$ cat config.mk
export PLATFORM = sky130hd
export DESIGN_NAME = uart_rx_flat
export DESIGN_NICKNAME = d
export VERILOG_FILES = /design/src/rtl/uart_rx_if.sv /design/src/rtl/uart_rx.sv /design/src/flat_wrapper.sv
export SDC_FILE = /design/constraint.sdc
export NUM_CORES = 1
export LEC_CHECK = 0
export CORE_MARGIN = 3
export CORE_UTILIZATION = 55
export DETAILED_ROUTE_END_ITERATION = 8
export HOLD_SLACK_MARGIN = 0.02
export PLACE_DENSITY_LB_ADDON = 0.3
export SYNTH_ARGS = -nofsm -noshare
export SYNTH_HDL_FRONTEND = slang
export SYNTH_SLANG_ARGS = --single-unit
$ cat constraint.sdc
create_clock -name clk -period 4.4 [get_ports clk]
set_input_delay 1.32 -clock clk [delete_from_list [all_inputs] [get_ports clk]]
set_output_delay 1.32 -clock clk [all_outputs]
set_load 0.05 [all_outputs]
$ cat src/rtl/uart_rx_if.sv
// Receive-side handshake bundle: byte, valid/ack, busy and error flags.
// The receiver drives through the master modport; the consumer uses slave.
interface uart_rx_if;
  logic [7:0] data_out;
  logic       data_valid;
  logic       rx_ack;
  logic       busy;
  logic       framing_err;
  logic       overrun_err;
  logic       parity_err;

  modport master (
    output data_out, data_valid, busy, framing_err, overrun_err, parity_err,
    input  rx_ack
  );

  modport slave (
    input  data_out, data_valid, busy, framing_err, overrun_err, parity_err,
    output rx_ack
  );
endinterface

$ cat src/rtl/uart_rx.sv
// UART receiver: oversampled 8N1 deserialiser with valid/ack holding register.
// Define UART_RX_PARITY_EN to insert a parity bit (even/odd chosen by PARITY_ODD).
module uart_rx #(
  parameter int OVERSAMPLE = 16,
  parameter int PARITY_ODD = 0
) (
  input  logic       clk,
  input  logic       rst_n,
  input  logic       sample_tick,
  input  logic       rx_pin,
  uart_rx_if.master  bus
);

  localparam int CW = $clog2(OVERSAMPLE);
  localparam logic [CW-1:0] HALF_LAST = CW'(OVERSAMPLE / 2 - 1);
  localparam logic [CW-1:0] BIT_LAST  = CW'(OVERSAMPLE - 1);

  if (OVERSAMPLE < 4 || (OVERSAMPLE % 2) != 0 || (PARITY_ODD != 0 && PARITY_ODD != 1)) begin : g_bad_param
    $error("uart_rx: OVERSAMPLE must be even and >= 4, PARITY_ODD must be 0 or 1");
  end

  typedef enum logic [2:0] {
    IDLE,
    START,
    DATA,
    PARITY,
    STOP
  } state_t;

  state_t          state;
  logic [CW-1:0]   cnt;
  logic [2:0]      bit_idx;
  logic [7:0]      shift;
  logic            rx_meta;
  logic            rx_s;
  logic            rx_prev;
  logic            frame_ok;

  logic [7:0]      data_q;
  logic            valid_q;
  logic            busy_q;
  logic            framing_q;
  logic            overrun_q;
  logic            parity_q;

  // NOTE: synchroniser flops reset to the idle line level (1) so reset release
  // never looks like a start-bit falling edge.
  always_ff @(posedge clk or negedge rst_n) begin
    if (!rst_n) begin
      rx_meta <= 1'b1;
      rx_s    <= 1'b1;
    end else begin
      rx_meta <= rx_pin;
      rx_s    <= rx_meta;
    end
  end

`ifdef UART_RX_PARITY_EN
  logic parity_bad;
  assign frame_ok = rx_s && !parity_bad;
`else
  assign frame_ok = rx_s;
`endif

  always_ff @(posedge clk or negedge rst_n) begin
    if (!rst_n) begin
      state     <= IDLE;
      cnt       <= '0;
      bit_idx   <= '0;
      shift     <= '0;
      rx_prev   <= 1'b1;
      data_q    <= '0;
      valid_q   <= 1'b0;
      busy_q    <= 1'b0;
      framing_q <= 1'b0;
      overrun_q <= 1'b0;
      parity_q  <= 1'b0;
`ifdef UART_RX_PARITY_EN
      parity_bad <= 1'b0;
`endif
    end else begin
      framing_q <= 1'b0;
      parity_q  <= 1'b0;

      // NOTE: the commit below is written after the ack clear, so when both
      // happen on one edge the later non-blocking assignment (new byte) wins.
      if (bus.rx_ack) begin
        valid_q   <= 1'b0;
        overrun_q <= 1'b0;
      end

      if (sample_tick) begin
        rx_prev <= rx_s;
        case (state)
          IDLE: begin
            if (!rx_s && rx_prev) begin
              state  <= START;
              cnt    <= '0;
              busy_q <= 1'b1;
            end
          end

          START: begin
            if (cnt == HALF_LAST) begin
              cnt <= '0;
              if (!rx_s) begin
                state   <= DATA;
                bit_idx <= '0;
              end else begin
                state  <= IDLE;
                busy_q <= 1'b0;
              end
            end else begin
              cnt <= cnt + 1'b1;
            end
          end

          DATA: begin
            if (cnt == BIT_LAST) begin
              shift[bit_idx] <= rx_s;
              cnt            <= '0;
              bit_idx        <= bit_idx + 3'd1;
              if (bit_idx == 3'd7) begin
`ifdef UART_RX_PARITY_EN
                state <= PARITY;
`else
                state <= STOP;
`endif
              end
            end else begin
              cnt <= cnt + 1'b1;
            end
          end

`ifdef UART_RX_PARITY_EN
          PARITY: begin
            if (cnt == BIT_LAST) begin
              parity_bad <= rx_s != ((^shift) ^ 1'(PARITY_ODD));
              cnt        <= '0;
              state      <= STOP;
            end else begin
              cnt <= cnt + 1'b1;
            end
          end
`endif

          STOP: begin
            if (cnt == BIT_LAST) begin
              state     <= IDLE;
              cnt       <= '0;
              busy_q    <= 1'b0;
              framing_q <= !rx_s;
`ifdef UART_RX_PARITY_EN
              parity_q  <= parity_bad;
`endif
              if (frame_ok) begin
                data_q  <= shift;
                valid_q <= 1'b1;
                if (valid_q && !bus.rx_ack) overrun_q <= 1'b1;
              end
            end else begin
              cnt <= cnt + 1'b1;
            end
          end

          default: begin
            state  <= IDLE;
            cnt    <= '0;
            busy_q <= 1'b0;
          end
        endcase
      end
    end
  end

  assign bus.data_out    = data_q;
  assign bus.data_valid  = valid_q;
  assign bus.busy        = busy_q;
  assign bus.framing_err = framing_q;
  assign bus.overrun_err = overrun_q;
  assign bus.parity_err  = parity_q;

endmodule

$ cat src/flat_wrapper.sv
// flat-port wrapper written by rule: the top's interface ports become plain ports
module uart_rx_flat 
#(
  parameter int OVERSAMPLE = 16,
  parameter int PARITY_ODD = 0
)
  (clk, rst_n, sample_tick, rx_pin, bus_data_out, bus_data_valid, bus_busy, bus_framing_err, bus_overrun_err, bus_parity_err, bus_rx_ack);
  uart_rx_if bus_i ();
  input  logic clk;
  input  logic rst_n;
  input  logic sample_tick;
  input  logic rx_pin;
  output wire logic [$bits(bus_i.data_out)-1:0] bus_data_out;
  output wire logic [$bits(bus_i.data_valid)-1:0] bus_data_valid;
  output wire logic [$bits(bus_i.busy)-1:0] bus_busy;
  output wire logic [$bits(bus_i.framing_err)-1:0] bus_framing_err;
  output wire logic [$bits(bus_i.overrun_err)-1:0] bus_overrun_err;
  output wire logic [$bits(bus_i.parity_err)-1:0] bus_parity_err;
  input wire logic [$bits(bus_i.rx_ack)-1:0] bus_rx_ack;
  assign bus_data_out = bus_i.data_out;
  assign bus_data_valid = bus_i.data_valid;
  assign bus_busy = bus_i.busy;
  assign bus_framing_err = bus_i.framing_err;
  assign bus_overrun_err = bus_i.overrun_err;
  assign bus_parity_err = bus_i.parity_err;
  assign bus_i.rx_ack = bus_rx_ack;
  uart_rx #(.OVERSAMPLE(OVERSAMPLE), .PARITY_ODD(PARITY_ODD)) u_core (.clk(clk), .rst_n(rst_n), .sample_tick(sample_tick), .rx_pin(rx_pin), .bus(bus_i));
endmodule
* After elaboration in Yosys (flattened, before gate mapping)
Cells that the tools add are included.
** Word-level totals
- Bits in registers :: 33
- Output and inout port bits :: 13
- Word-level logic and storage cells :: 81
** Operators by class
- Add/sub/neg operators :: 2
- $lt $le $gt $ge :: 2
- Equal/unequal tests :: 13
- Multiplexer cells :: 37
- Bitwise logic cells :: 1
- Reduce and logical (&&, ||, !) cells :: 14
** Operators with widths (number)
- 3-bit two-way mux :: 8
- 1-bit two-way mux :: 19
- 4-bit two-way mux :: 3
- 2-bit by 1-bit inequality test with 1-bit output, second input constant :: 6
- 3-bit case mux with 4 select lines :: 1
- 4-bit case mux with 3 select lines :: 1
- 6-bit AND reduction :: 2
- 8-bit bitwise mux :: 1
- 3-bit equality test, second input constant :: 2
- 3-bit case mux with 2 select lines :: 1
- 5-bit AND reduction :: 1
- 4-bit by 1-bit adder with 4-bit output, second input constant :: 1
- 4-bit by 3-bit equality test with 1-bit output, second input constant :: 1
- 4-bit equality test, second input constant :: 1
- 3-bit by 4-bit less-than comparator with 1-bit output, second input constant :: 1
- 1-bit case mux with 4 select lines :: 1
- 4-bit AND reduction :: 1
- 3-bit by 1-bit adder with 3-bit output, second input constant :: 1
- 1-bit demux with 3-bit select :: 1
- 3-bit by 1-bit equality test with 1-bit output, second input constant :: 1
- 3-bit by 2-bit equality test with 1-bit output, second input constant :: 1
- 3-bit by 1-bit greater-or-equal comparator with 1-bit output, second input constant :: 1
- 1-bit logical AND :: 3
- 3-bit zero test :: 1
- 8 further kinds :: 9

* Logic depth before layout (Yosys ltp)
- Word-level depth :: 7
- Gate-level depth with buffers :: 6
- Depth with buffers taken out :: 5

* Least setup slack after synthesis
Ideal clock, no wire load.
- Path type :: input -> register
- From :: input port sample_tick
- To :: register u_core.shift[3]
- Setup time :: 0.125 ns
- Arrival time :: 2.351 ns
- Required time :: 4.275 ns
- Slack :: 1.924 ns
- Stages on the path :: 4
- Buffers on the path :: 0
- Cells stage by stage :: nand4_1 or2_2 nor3_1 mux2_2
** On the way
- Word-level cells in the longest chain between the ends :: 1
** Ends and longest elaborated chain
- start, declared :: RTL line flat_wrapper.sv:11 : input logic sample_tick;
- 3-bit AND reduction (no line)
- end signal, assigned by index :: RTL line uart_rx.sv:120 : shift[bit_idx] <= rx_s;
- end, declared :: RTL line uart_rx.sv:33 : logic [7:0] shift;
Every way passes these cells.
A chain may end at the register's enable or synchronous reset.

* Worst setup path in the final report
- From :: input port sample_tick
- To :: register u_core.shift[7]
The elaborated chain is that of the path after synthesis.

==> results by group <==
Clocking
  – Post_cts resized: 0
  – Clock Latency Late Sink: approximately 320 ps
  – Clock Tree Root: clkbuf_4
  – Hold buffer count at cts: 0
  – Total CTS buffers: 5
  – Reg clk slew, reported paths: 100 ps
  – CTS tree: yes
  – Htree depth: 2
  – Postcts setup bufs: 0
  – CTS max path bufs: 2
  – Clock sinks: 33

Pwr
  – Leakage: approximately 0.79 nW
  – Clock power frac: a little under a quarter
  – Logic pwr share: a little over a quarter
  – Total Power: approximately 0.00080 W
  – Pint: about 0.00052 W
  – Sw frac: a little over a third
  – Net switching power: about 0.00028 W
  – PD cells: about 440 nW/um2
  – Reg power frac: about half
  – VDD IR max: 0.422 mV

Finish
  – Utilization after layout: 69.3%
  – Area delta synth->final: 14.0%
  – Layout cells sized above 1: between 20% and 30%
  – Final Instance Area: 1810 um2
  – Layout net count: approximately 160
  – # diodes: 0

Die
  – Die Y: about 60 um
  – Die ar.: 3570 um2
  – Die Width: 59.7 um
  – Total I/O pin count: 18
  – Starting density of the core: between 60% and 70%
  – Core area: roughly 2600 um2
  – # rows: 18

Worst setup path
  – Crit path cell chain: clkdlybuf4s50_1, nand4_1, or2_2, nor3_1, mux2_2
  – Crit path kind: in2reg
  – Reg-to-Reg End: u_core.shift[7]$_DFFE_PN0P_
  – Max Fanout on Critical Path: 6
  – Slowest cell on crit path: clkdlybuf4s50_1
  – Crit path max-delay family: simple AND/OR/NAND/NOR gates
  – R2r worst-path depth: 5
  – R2R setup slack: between 2000 and 2500 ps
  – CP max stage delay: ~540 ps
  – CP Data Arrival Time: ~3100 ps
  – Worst Setup Start Kind: input pin
  – CP endpoint: u_core.shift[7]$_DFFE_PN0P_
  – Reg2reg start: u_core.cnt[0]$_DFFE_PN0P_
  – WP data required: around 4600 ps
  – Critical Path End Type: flop
  – Buf+Inv Stages, Crit Path: 1
  – Total stage count of the critical path: 5
  – Critical Path Source: sample_tick

Timing
  – Final Max Tran Viols: 0
  – Slew margin rel.: between 60% and 70%
  – Hold Vio Cnt, Final: 0
  – Maximum clock rate: about 340 MHz
  – Clock Skews: roughly 7.3 ps
  – Sum of negative setup slack: 0 ps
  – Setup-failing EPs final: 0
  – RSZ-0062 raised after global routing: false
  – Period Utilization, post-route: between 60% and 70%
  – Period minus WS final: 2900 ps
  – Slew @ Worst Pin: approximately 540 ps
  – Final worst slack: 1500 ps

Synth
  – Yosys cell types: 40
  – Post-Syn Instances: between 100 and 150
  – Seq cells post-synth: 33
  – Yosys warns: 0
  – Mapped Avg Cell Area: between 10 and 15 um2
  – Post-synthesis sequential area ratio: a little over half
  – Syn_nets: approximately 150
  – Cell Area, Synth: 1590 um2

Global route
  – Largest net degree at the start of global routing: 34
  – Gr usage total: 20.0%
  – Vias in the first global route: approximately 1100
  – Initial antenna violation count: 0
  – First-pass GRT wire length: 5120 um
  – Total gr overflow: 0

Placed design
  – Placed cell area: roughly 1700 um2
  – DP HPWL: approximately 2000 um
  – Number of port buffers: 16
  – Pre-CTS setup slack: between 1000 and 1500 ps
  – Final Wtd Congestion: about 0.82

Status
  – Status: complete, no violations

Drt
  – Post-DR wirelength/cell: approximately 16 um
  – DRT Wirelength: between 2000 and 3000 um
  – Vias per std cell: 5.97
  – Antenna-violating nets left: 0
  – Residual DRC: 0
  – Starting DRC count in detailed routing: between 40 and 50
  – Drt pass-1 iters: 4
  – Via count: between 1000 and 1500

Min path
  – Hold crit path type: reg2reg
  – Hold Path Depth: 0

Job
  – Max-Cap Viols: 0
-- cell usage after synthesis, drive strengths merged --
library cell | instances | area share [%]
ha | 3 | 2.4
nor3 | 5 | 1.6
o22a | 1 | 0.55
xor2 | 1 | 0.55
nor2b | 1 | 0.39
nand2 | 8 | 1.9
nor4 | 3 | 1.2
nand2b | 2 | 0.79
or2 | 2 | 0.79
xnor2 | 1 | 0.55
o21a | 1 | 0.47
o41ai | 2 | 1.1
a311oi | 3 | 2.1
o22ai | 1 | 0.39
mux2 | 18 | 13
a22oi | 1 | 0.47
or3 | 1 | 0.39
o21ai | 12 | 4.0
dfstp | 3 | 5.0
nand4 | 3 | 1.2
nand3 | 5 | 1.6
buf | 8 | 3.1
and3 | 2 | 0.79
or4b | 1 | 0.63
nor3b | 1 | 1.2
a211oi | 2 | 1.3
dfrtp | 30 | 47
clkbuf | 1 | 0.24
a31oi | 1 | 0.39
conb | 1 | 0.24
or3b | 1 | 0.55
nand3b | 1 | 0.47
o31ai | 2 | 0.95
inv | 7 | 1.7
nor2 | 5 | 1.2
-- worst reg2reg max path: cells and delay by family, from the launching register on --
kind	cells	cell delay, ps
DFF	1	400
adders and majority gates	1	350
and+or+nand+nor	3	900
muxes	1	370
-- per-layer routing --
metal  global-route usage (%)  vias up  wire length [um]
met3                     6.26        4               155
met2                     29.3       39              1420
li1                         -      540                 -
met5                        0        -                 0
met1                     27.0      528              1260
met4                     9.49        0                47
-- placed cells by master, fill, tap and decap left out, types with 2 or more instances in the layout --
master	instances
clkbuf_8	2
and3_1	2
a311oi_1	2
o31ai_1	2
inv_1	7
nand3_1	5
o41ai_1	2
ha_1	3
nand2_1	8
nor3_1	5
clkbuf_4	5
nor4_1	3
nor2_1	5
o21ai_0	11
mux2_2	18
dfrtp_1	30
nand2b_1	2
clkdlybuf4s50_1	16
or2_2	2
dfstp_2	3
nand4_1	3
-- through the flow --
stage / std cells / hold slack, ps
6_report: 186 / 367
5_1_grt: 186 / 375
4_1_cts: 186 / 368
3_5_place_dp: 178 / 347
3_3_place_gp: 178 / 349
2_1_floorplan: 140 / 345
-- power groups by stage --
| stage | clock (W) | combinational [W] | sequential, W |
|---|---|---|---|
| after floorplan | 0 | 0.000196 | 0.000376 |
| after global placement | 0 | 0.000202 | 0.000399 |
| after detailed placement | 0 | 0.000211 | 0.000401 |
| after CTS | 0.000198 | 0.000212 | 0.000396 |
| after global routing | 0.000210 | 0.000239 | 0.000409 |
| final | 0.000189 | 0.000212 | 0.000397 |
-- worst min-delay path by stage --
stage | slack, ps | end | startpoint
floorplan | 350 | u_core.frame_ok$_DFF_PN1_ | u_core.rx_meta$_DFF_PN1_
global placement | 350 | u_core.frame_ok$_DFF_PN1_ | u_core.rx_meta$_DFF_PN1_
detailed placement | 350 | u_core.frame_ok$_DFF_PN1_ | u_core.rx_meta$_DFF_PN1_
CTS | 370 | u_core.frame_ok$_DFF_PN1_ | u_core.rx_meta$_DFF_PN1_
global route | 370 | u_core.frame_ok$_DFF_PN1_ | u_core.rx_meta$_DFF_PN1_
finish | 370 | u_core.frame_ok$_DFF_PN1_ | u_core.rx_meta$_DFF_PN1_
-- flip-flops by register name, indices dropped and copies added (netlist names) --
register and count:
u_core.bus.data_out 8, u_core.shift 8, u_core.cnt 4, u_core.bit_idx 3, u_core.state 3, u_core.bus.busy 1
u_core.bus.data_valid 1, u_core.bus.framing_err 1, u_core.bus.overrun_err 1, u_core.frame_ok 1, u_core.rx_meta 1, u_core.rx_prev 1
-- final cells by class --
type / count / area, um2
Clock buffer: 7 / 65.1
Clock inverter: 1 / 5.00
Fill cell: 191 / 803
Inverter: 7 / 26.3
Multi-Input combinational cell: 91 / 678
Sequential cell: 33 / 830
Tap cell: 30 / 37.5
Timing Repair Buffer: 17 / 168
-- cells by family (layout without fill, tap and decap cells) --
| group | count (synthesis) | after routing | share of synthesized area [%] |
|---|---|---|---|
| compound gates | 26 | 26 | 11.7 |
| xor+xnor | 2 | 2 | 1.10 |
| fa+ha+maj | 3 | 3 | 2.37 |
| buf+inv | 16 | 32 | 4.97 |
| flops | 33 | 33 | 52.3 |
| mux | 18 | 18 | 12.8 |
| other cells | 1 | 1 | 0.236 |
| simple gates | 41 | 41 | 14.6 |
Note: power is estimated with default switching activity, not from simulation.
